[src/rtl/snitch_catch_arbiter.sv]
// Composites snitch/seeker/background pixels, measures per-frame sprite overlap and runs the
// IDLE/CHASE/COOLDOWN game phase. Optional macro SNITCH_CATCH_FLASH_EN flashes the snitch in cooldown.
module snitch_catch_arbiter #(
  parameter int unsigned H_ACTIVE        = 640,
  parameter int unsigned V_ACTIVE        = 480,
  parameter logic [15:0] CATCH_THRESH    = 16'd50,
  parameter int unsigned CATCH_FRAMES    = 3,
  parameter int unsigned COOLDOWN_FRAMES = 120
) (
  input  logic        clk,
  input  logic        reset,
  input  logic [8:0]  row,
  input  logic [9:0]  col,
  input  logic        snitch,
  input  logic [7:0]  snitch_color,
  input  logic        seeker,
  input  logic [7:0]  seeker_color,
  input  logic [7:0]  bg_color,
  input  logic        start,
  output logic [7:0]  pixel_color,
  output logic        snitch_powerup,
  output logic        caught,
  output logic [7:0]  score,
  output logic [15:0] overlap_count,
  output logic [1:0]  phase
);

  typedef enum logic [1:0] {
    StIdle     = 2'd0,
    StChase    = 2'd1,
    StCooldown = 2'd2
  } phase_e;

  localparam logic [3:0] CatchFrames = 4'(CATCH_FRAMES);
  localparam logic [7:0] CoolFrames  = 8'(COOLDOWN_FRAMES);

  phase_e      state_q;
  logic [7:0]  pixel_q;
  logic        powerup_q;
  logic        caught_q;
  logic [7:0]  score_q;
  logic [15:0] overlap_q;
  logic [15:0] acc_q;
  logic [3:0]  hits_q;
  logic [7:0]  cool_q;

  logic        active;
  logic        frame_end;
  logic        overlap_hit;
  logic        snitch_show;
  logic [15:0] acc_total;
  logic [3:0]  hits_inc;
  logic [7:0]  pixel_d;

  always_comb begin
    active      = (32'(row) < V_ACTIVE) && (32'(col) < H_ACTIVE);
    frame_end   = active && (32'(row) == V_ACTIVE - 1) && (32'(col) == H_ACTIVE - 1);
    overlap_hit = active && snitch && seeker && (state_q == StChase);
    // Saturate rather than wrap so a huge overlap never looks like a miss.
    acc_total   = (overlap_hit && (acc_q != 16'hFFFF)) ? acc_q + 16'd1 : acc_q;
    hits_inc    = (acc_total >= CATCH_THRESH) ? hits_q + 4'd1 : 4'd0;

    snitch_show = snitch;
`ifdef SNITCH_CATCH_FLASH_EN
    if ((state_q == StCooldown) && cool_q[3]) begin
      snitch_show = 1'b0;
    end
`endif

    pixel_d = 8'd0;
    if (active) begin
      if (snitch_show) begin
        pixel_d = snitch_color;
      end else if (seeker) begin
        pixel_d = seeker_color;
      end else begin
        pixel_d = bg_color;
      end
    end
  end

  always_ff @(posedge clk or posedge reset) begin
    if (reset) begin
      state_q   <= StIdle;
      pixel_q   <= 8'd0;
      powerup_q <= 1'b0;
      caught_q  <= 1'b0;
      score_q   <= 8'd0;
      overlap_q <= 16'd0;
      acc_q     <= 16'd0;
      hits_q    <= 4'd0;
      cool_q    <= 8'd0;
    end else begin
      pixel_q  <= pixel_d;
      caught_q <= 1'b0;

      if (frame_end) begin
        overlap_q <= acc_total;
        acc_q     <= 16'd0;
      end else begin
        acc_q <= acc_total;
      end

      unique case (state_q)
        StIdle: begin
          if (start) begin
            state_q   <= StChase;
            powerup_q <= 1'b1;
            hits_q    <= 4'd0;
          end
        end
        StChase: begin
          if (frame_end) begin
            if (hits_inc == CatchFrames) begin
              caught_q  <= 1'b1;
              score_q   <= (score_q == 8'hFF) ? score_q : score_q + 8'd1;
              hits_q    <= 4'd0;
              cool_q    <= CoolFrames;
              state_q   <= StCooldown;
              powerup_q <= 1'b0;
            end else begin
              hits_q <= hits_inc;
            end
          end
        end
        StCooldown: begin
          if (frame_end) begin
            cool_q <= cool_q - 8'd1;
            if (cool_q == 8'd1) begin
              state_q   <= StChase;
              powerup_q <= 1'b1;
            end
          end
        end
        default: begin
          state_q   <= StIdle;
          powerup_q <= 1'b0;
        end
      endcase
    end
  end

  assign pixel_color    = pixel_q;
  assign snitch_powerup = powerup_q;
  assign caught         = caught_q;
  assign score          = score_q;
  assign overlap_count  = overlap_q;
  assign phase          = state_q;

endmodule
[config.mk]
export PLATFORM = sky130hd
export DESIGN_NAME = snitch_catch_arbiter
export DESIGN_NICKNAME = d
export VERILOG_FILES = /design/src/rtl/snitch_catch_arbiter.sv
export SDC_FILE = /design/constraint.sdc
export NUM_CORES = 1
export LEC_CHECK = 0
export BUFFER_PORTS_ARGS = -buffer_cell sky130_fd_sc_hd__buf_2
export CAP_MARGIN = 20
export CORE_MARGIN = 2
export CORE_UTILIZATION = 53
export DETAILED_ROUTE_END_ITERATION = 16
export PLACE_DENSITY = 0.8
export SETUP_SLACK_MARGIN = 0.2
export SKIP_CTS_REPAIR_TIMING = 1
export SLEW_MARGIN = 20
export SYNTH_ARGS = -nofsm -noshare
export SYNTH_HDL_FRONTEND = slang
export SYNTH_SLANG_ARGS = --single-unit
[constraint.sdc]
create_clock -name clk -period 3.9 [get_ports clk]
set_input_delay 0.39 -clock clk [delete_from_list [all_inputs] [get_ports clk]]
set_output_delay 0.39 -clock clk [all_outputs]
set_load 0.01 [all_outputs]
==> results of run 1 <==
## area by class of cell
cell class,instances,area share [%]
clock buffer,10,3.478
clock inverter,6,0.8852
inverter,7,0.6639
multi-input combinational,261,41.07
sequential,64,40.47
tap,75,2.371
timing repair buffer,86,11.07
## critical path, delay by kind of cell, from the launching register on
family,cells,cell delay (ns)
flip-flops,1,0.41
XOR/XNOR,1,0.21
AND/OR/NAND/NOR,5,1.40
multiplexers,1,0.31
adder cells (fa/ha/maj),1,0.27
AO/OA/AOI/OAI,2,0.60
buffers and inverters,1,0.20
## layer usage
| metal | share of wire, % | up-vias |
|---|---|---|
| li1 | - | 1389 |
| met1 | 46 | 1348 |
| met2 | 48 | 69 |
| met3 | 4.8 | 8 |
| met4 | 0.95 | 0 |
| met5 | 0 | - |
## worst max path at each step
stage,startpoint,cells past startpoint,endpoint,slack (ns)
finish,acc_q[1]$_DFF_PP0_,11,score[1]$_DFFE_PP0P_,0.40
detailed placement,acc_q[1]$_DFF_PP0_,11,score[1]$_DFFE_PP0P_,0.48
floorplan,acc_q[0]$_DFF_PP0_,12,score[1]$_DFFE_PP0P_,0.98
CTS,acc_q[1]$_DFF_PP0_,11,score[1]$_DFFE_PP0P_,0.44
global route,acc_q[1]$_DFF_PP0_,11,score[1]$_DFFE_PP0P_,0.22
global placement,acc_q[0]$_DFF_PP0_,11,score[1]$_DFFE_PP0P_,0.64
## where the power goes
| part | internal (mW) | switching (mW) | total (mW) |
|---|---|---|---|
| clock network | 0.243 | 0.249 | 0.492 |
| registers | 0.685 | 0.0173 | 0.702 |
| logic | 0.0724 | 0.0856 | 0.158 |
## state kept, by name (all words and copies together), names as in the netlist
register,cells
acc_q,16
caught,1
cool_q,8
hits_q,4
overlap_count,16
phase,2
pixel_color,8
score,8
snitch_powerup,1
## per-stage QoR
| step | utilization (%) | cells | area (sq um) |
|---|---|---|---|
| final | 66.06 | 509 | 3958 |
| after global routing | 66.06 | 509 | 3958 |
| after CTS | 66.06 | 509 | 3958 |
| after detailed placement | 63.18 | 493 | 3785 |
| after global placement | 63.18 | 493 | 3785 |
| after floorplan | - | 346 | 3318 |
## kinds of logic after synthesis
kind of cell / Yosys count / share of synthesized area (%)
simple gates: 165 / 25.98
xor+xnor: 27 / 7.126
mux: 14 / 4.449
buf+inv: 21 / 2.941
flops: 64 / 48.27
fa+ha+maj: 5 / 1.885
compound gates: 50 / 9.352
## cell usage after synthesis (2+ instances only)
cell type / n
nor3_1: 10
nand4_2: 3
dfrtp_1: 64
nor4_1: 4
ha_1: 5
a21o_1: 3
and3_1: 10
and2_1: 4
or4_1: 4
xor2_1: 10
clkbuf_1: 8
xnor2_1: 17
and4_1: 3
nand3_1: 16
o21ai_0: 7
inv_1: 6
or3_1: 3
nor2_1: 63
nand4b_1: 2
nor4_2: 2
mux2i_1: 11
nand4_1: 9
a21oi_1: 27
nand2_1: 19
buf_2: 3
buf_4: 2
a22o_1: 2
and4b_1: 2
or2_2: 3
==> out/summary.txt, run 1 <==
Status - complete, no violations
Num CTS Buffers - 9
Htree depth - 3
N_diodes - 0
Cells after synthesis - 346
Largest area contributor in the netlist - dfrtp_1
Remaining global-route overflow - 0
Routability cong. - 0.8636
Via/cell ratio - 5.528
Critical path cell sequence - ha_1 > nand4_2 > nor4_2 > nor3_1 > xnor2_1 > o32a_1 > a21oi_2 > nand2b_2 > inv_2 > and2_4 > mux2_1
Detailed Place HPWL - 5.527 mm
Initial antenna violation count - 0
Layout cells sized above 1 - 27.42%
GRT busiest layer - met2
# DRC - 0
Clock transition at path regs - 0.07 ns
Drt first-iter violations - 238
Hold crit path type - in2async
Crit path time final - 3.504 ns
Clock tree root buffer cell - clkbuf_8
Post-synth EDFFs - 0
Total power draw - 1.352 mW
Max-slew violations - 0
First-pass GRT wire length - 12.20 mm
R2r worst-path depth - 11
Power Dens Cells - 341.6 mW/mm^2
Buffers on Ports - 83
Worst r2r src - acc_q[1]$_DFF_PP0_
Final number of hold-violating endpoints - 0
Part of the Yosys area used for sequential elements - 48.27%
Syn nets - 399
Synth area leaders - dfrtp_1 (48%), nor2_1 (7.1%), xnor2_1 (4.5%), a21oi_1 (4.1%), mux2i_1 (3.3%)
Register Area - 0.001602 sq mm
Final worst setup slack - 0.3963 ns
Yosys Warn Count - 0
Area Growth Syn to Fin - 19.27%
Crit Path Class - reg2reg
Slew headroom - 50.87%
Maximum vdd drop - 292.4 uV
Clk_skew - 0.007088 ns
Yosys top cell area share - 48.27%
Max-cap viol count - 0
Met3 Use GR - 5.765%
Worst Path Max Fanout - 13
DRT Wirelength - 7.337 mm
Site row count - 28
Core ar. - 0.005991 sq mm
Final Net Count - 482
Register bit total from synthesis - 64
Commonest cells after routing, fill and taps aside - buf_2 (83), dfrtp_1 (64), nor2_1 (63)
Synth unique cells - 53
Pre-Repair DR Iteration Count - 4
Critical path arrival - 3.73 ns
Largest net degree at the start of global routing - 34
Sink Count - 64
Die area - 0.006910 sq mm
GRT met1 Usage - 29.84%
R2R Path End - score[1]$_DFFE_PP0P_
Post-synth ARST share - 100.0%
Ports - 84
TritonCTS clock tree - done
Crit. End Element - register
Crit start category - register
Initial core utilization - 55.39%
Pleak - 2.049 nW
RSZ-0062 raised after global routing - no
Data required, critical path - 4.13 ns
Max Freq - 285.4 MHz
Post-route ant nets - 0
Worst-Skew Late Latency - 0.34 ns
R2R Setup Slk - 0.40 ns
WL per Instance - 14.41 um
Final setup fails - 0
Mapped Area - 0.003318 sq mm
Place WS - 0.4841 ns
Global Route met2 Usage - 33.50%
CP max stage delay - 0.71 ns
Final Cycle Share - 89.84%
Actual slew at the worst max-slew pin - 0.7308 ns
Die Wd - 83.13 um
Die Y-Extent - 83.13 um
Most used DFF post-synth - dfrtp_1
Clk buf depth - 2
FILL cells - 481
Vias - 2,814
Synthesized area per cell - 9.590 sq um
TNS Setup - 0 ns
Multi-input logic area - 0.001625 sq mm
Max stage delay cell, worst path - nor4_2
Vias in the first global route - 2,639
Worst hold slack - 0.1320 ns
Total track usage - 21.76%
Commonest non-fill, non-tap cell in the layout - buf_2
(Power assumes the default switching activity.)
==> inputs of run 2 (changes only) <==
CTS_CLUSTER_DIAMETER = 200   (was default)
PLACE_DENSITY = 0.91   (was 0.8)
==> run 2 against run 1 <==
Net effect: first-iteration DRC count is 11% lower; wire length grew 2.0%; final area grew 0.19%; die area unchanged; clock-buffer cell count is the same.
==> out/summary.txt, run 2 (synthesized netlist as in run 1, its figures left out) <==
Status - complete, no violations (unchanged)
Max stage delay cell, worst path - nor4_2 (unchanged)
RSZ-0062 raised after global routing - no (unchanged)
Place WS - 0.4561 ns (was 0.4841 ns)
Layout cells sized above 1 - 27.02% (was 27.42%)
Worst-Skew Late Latency - 0.35 ns (was 0.34 ns)
Routability cong. - 0.9257 (was 0.8636)
Critical path cell sequence - ha_1 > nand4_2 > nor4_2 > o31a_1 > a311oi_1 > o32a_1 > a21oi_2 > nand2b_2 > inv_2 > and2_4 > mux2_1 (was ha_1 > nand4_2 > nor4_2 > nor3_1 > xnor2_1 > o32a_1 > a21oi_2 > nand2b_2 > inv_2 > and2_4 > mux2_1)
Actual slew at the worst max-slew pin - 0.7132 ns (was 0.7308 ns)
Clock transition at path regs - 0.07 ns (about the same)
Vias - 2,855 (was 2,814)
Data required, critical path - 4.13 ns (about the same)
Crit start category - register (unchanged)
Final Net Count - 481 (was 482)
Die Wd - 83.13 um (unchanged)
Max-cap viol count - 0 (unchanged)
Die area - 0.006910 sq mm (unchanged)
Detailed Place HPWL - 5.536 mm (was 5.527 mm)
Final setup fails - 0 (unchanged)
Hold crit path type - in2async (unchanged)
Power Dens Cells - 355.4 mW/mm^2 (was 341.6 mW/mm^2)
Commonest non-fill, non-tap cell in the layout - buf_2 (unchanged)
FILL cells - 493 (was 481)
Ports - 84 (unchanged)
Final number of hold-violating endpoints - 0 (unchanged)
Critical path arrival - 3.70 ns (was 3.73 ns)
Buffers on Ports - 83 (unchanged)
Area Growth Syn to Fin - 19.49% (was 19.27%)
Die Y-Extent - 83.13 um (unchanged)
Final worst setup slack - 0.4254 ns (was 0.3963 ns)
Site row count - 28 (unchanged)
Num CTS Buffers - 9 (unchanged)
Total track usage - 22.87% (was 21.76%)
Remaining global-route overflow - 0 (unchanged)
Clock tree root buffer cell - clkbuf_8 (unchanged)
Commonest cells after routing, fill and taps aside - buf_2 (83), dfrtp_1 (64), nor2_1 (63) (unchanged)
Crit Path Class - reg2reg (unchanged)
Pre-Repair DR Iteration Count - 5 (was 4)
Placed cell area - 0.003777 sq mm (was 0.003785 sq mm)
Clk_skew - 0.008639 ns (was 0.007088 ns)
Final instance area - 0.003965 sq mm (was 0.003958 sq mm)
Crit path time final - 3.475 ns (was 3.504 ns)
Worst Path Max Fanout - 13 (unchanged)
Via/cell ratio - 5.620 (was 5.528)
TNS Setup - 0 ns (unchanged)
Initial core utilization - 55.39% (unchanged)
Pleak - 2.048 nW (was 2.049 nW)
Core ar. - 0.005991 sq mm (unchanged)
CP max stage delay - 0.70 ns (was 0.71 ns)
Maximum vdd drop - 318.5 uV (was 292.4 uV)
Clk buf depth - 2 (unchanged)
WL per Instance - 14.74 um (was 14.41 um)
Htree depth - 3 (unchanged)
Max-slew violations - 0 (unchanged)
Final Cycle Share - 89.09% (was 89.84%)
DRT Wirelength - 7.486 mm (was 7.337 mm)
Post-route ant nets - 0 (unchanged)
Max Freq - 287.8 MHz (was 285.4 MHz)
Largest net degree at the start of global routing - 49 (was 34)
N_diodes - 0 (unchanged)
Delay-heaviest family, CP - simple AND/OR/NAND/NOR gates (unchanged)
Crit. End Element - register (unchanged)
Vias in the first global route - 2,835 (was 2,639)
TritonCTS clock tree - done (unchanged)
Sink Count - 64 (unchanged)
# DRC - 0 (unchanged)
Buf+Inv Stages, Crit Path - 1 (unchanged)
First-pass GRT wire length - 12.74 mm (was 12.20 mm)
Slew headroom - 52.06% (was 50.87%)
Initial antenna violation count - 0 (unchanged)
Drt first-iter violations - 212 (was 238)
run 2: cell types whose count changed in the layout (fill, tap and decap cells not counted):
cell,before,now
bufinv_16,0,1
clkbuf_1,0,1
clkbuf_8,10,9
clkinv_2,4,3
buf_4,3,2
run 2: through the flow:
stage	instances	hold slack (ns)	total power [mW]	util [%]
6_report	508	0.1237	1.409	66.19
5_1_grt	508	0.1772	1.477	66.19
4_1_cts	508	0.1357	1.424	66.19
3_5_place_dp	492	0.4907	0.8756	63.05
3_3_place_gp	492	0.4865	0.8708	63.05
2_1_floorplan	346	0.4960	0.8064	-
run 2: final timing paths:
check / start / to / slack [ns] / cells after the start
max: acc_q[0]$_DFF_PP0_ / score[1]$_DFFE_PP0P_ / 0.43 / 11
min: reset / hits_q[0]$_DFFE_PP0P_ / 0.12 / 2
max reg2reg: acc_q[0]$_DFF_PP0_ / score[1]$_DFFE_PP0P_ / 0.43 / 11
min reg2reg: score[4]$_DFFE_PP0P_ / score[4]$_DFFE_PP0P_ / 0.50 / 1
max in group asynchronous: reset / score[6]$_DFFE_PP0P_ / 2.90 / 3
min in group clk: snitch_color[0] / pixel_color[0]$_DFF_PP0_ / 0.28 / 3
run 2: where the power goes:
part	internal (mW)	leakage, nW	switching, mW
logic	0.0725	1.08	0.0879
clock network	0.291	0.0920	0.254
registers	0.685	0.875	0.0184
run 2: area by class of cell:
| cell class | count | area (sq um) | share of cell area (%) |
|---|---|---|---|
| clock buffers | 10 | 127.6 | 3.219 |
| clock inverters | 6 | 60.06 | 1.515 |
| inverters | 7 | 26.28 | 0.6627 |
| multi-input cells | 261 | 1625 | 40.99 |
| flip-flops and latches | 64 | 1602 | 40.39 |
| well taps | 75 | 93.84 | 2.367 |
| repair buffers | 85 | 430.4 | 10.86 |
run 2: worst register-to-register path: cells and delay by family, from the launching register on:
family	cells	cell delay (ns)
simple gates	4	1.23
compound gates	4	0.93
flops	1	0.41
mux	1	0.32
fa+ha+maj	1	0.27
buf+inv	1	0.19
run 2: layer usage:
metal	vias up	part of all wire (%)	routed length (um)	track usage (%)
li1	1387	-	-	-
met1	1363	43	3190	28.02
met2	88	50	3746	37.83
met3	17	5.4	405	7.356
met4	0	1.9	144	8.495
met5	-	0	0	0
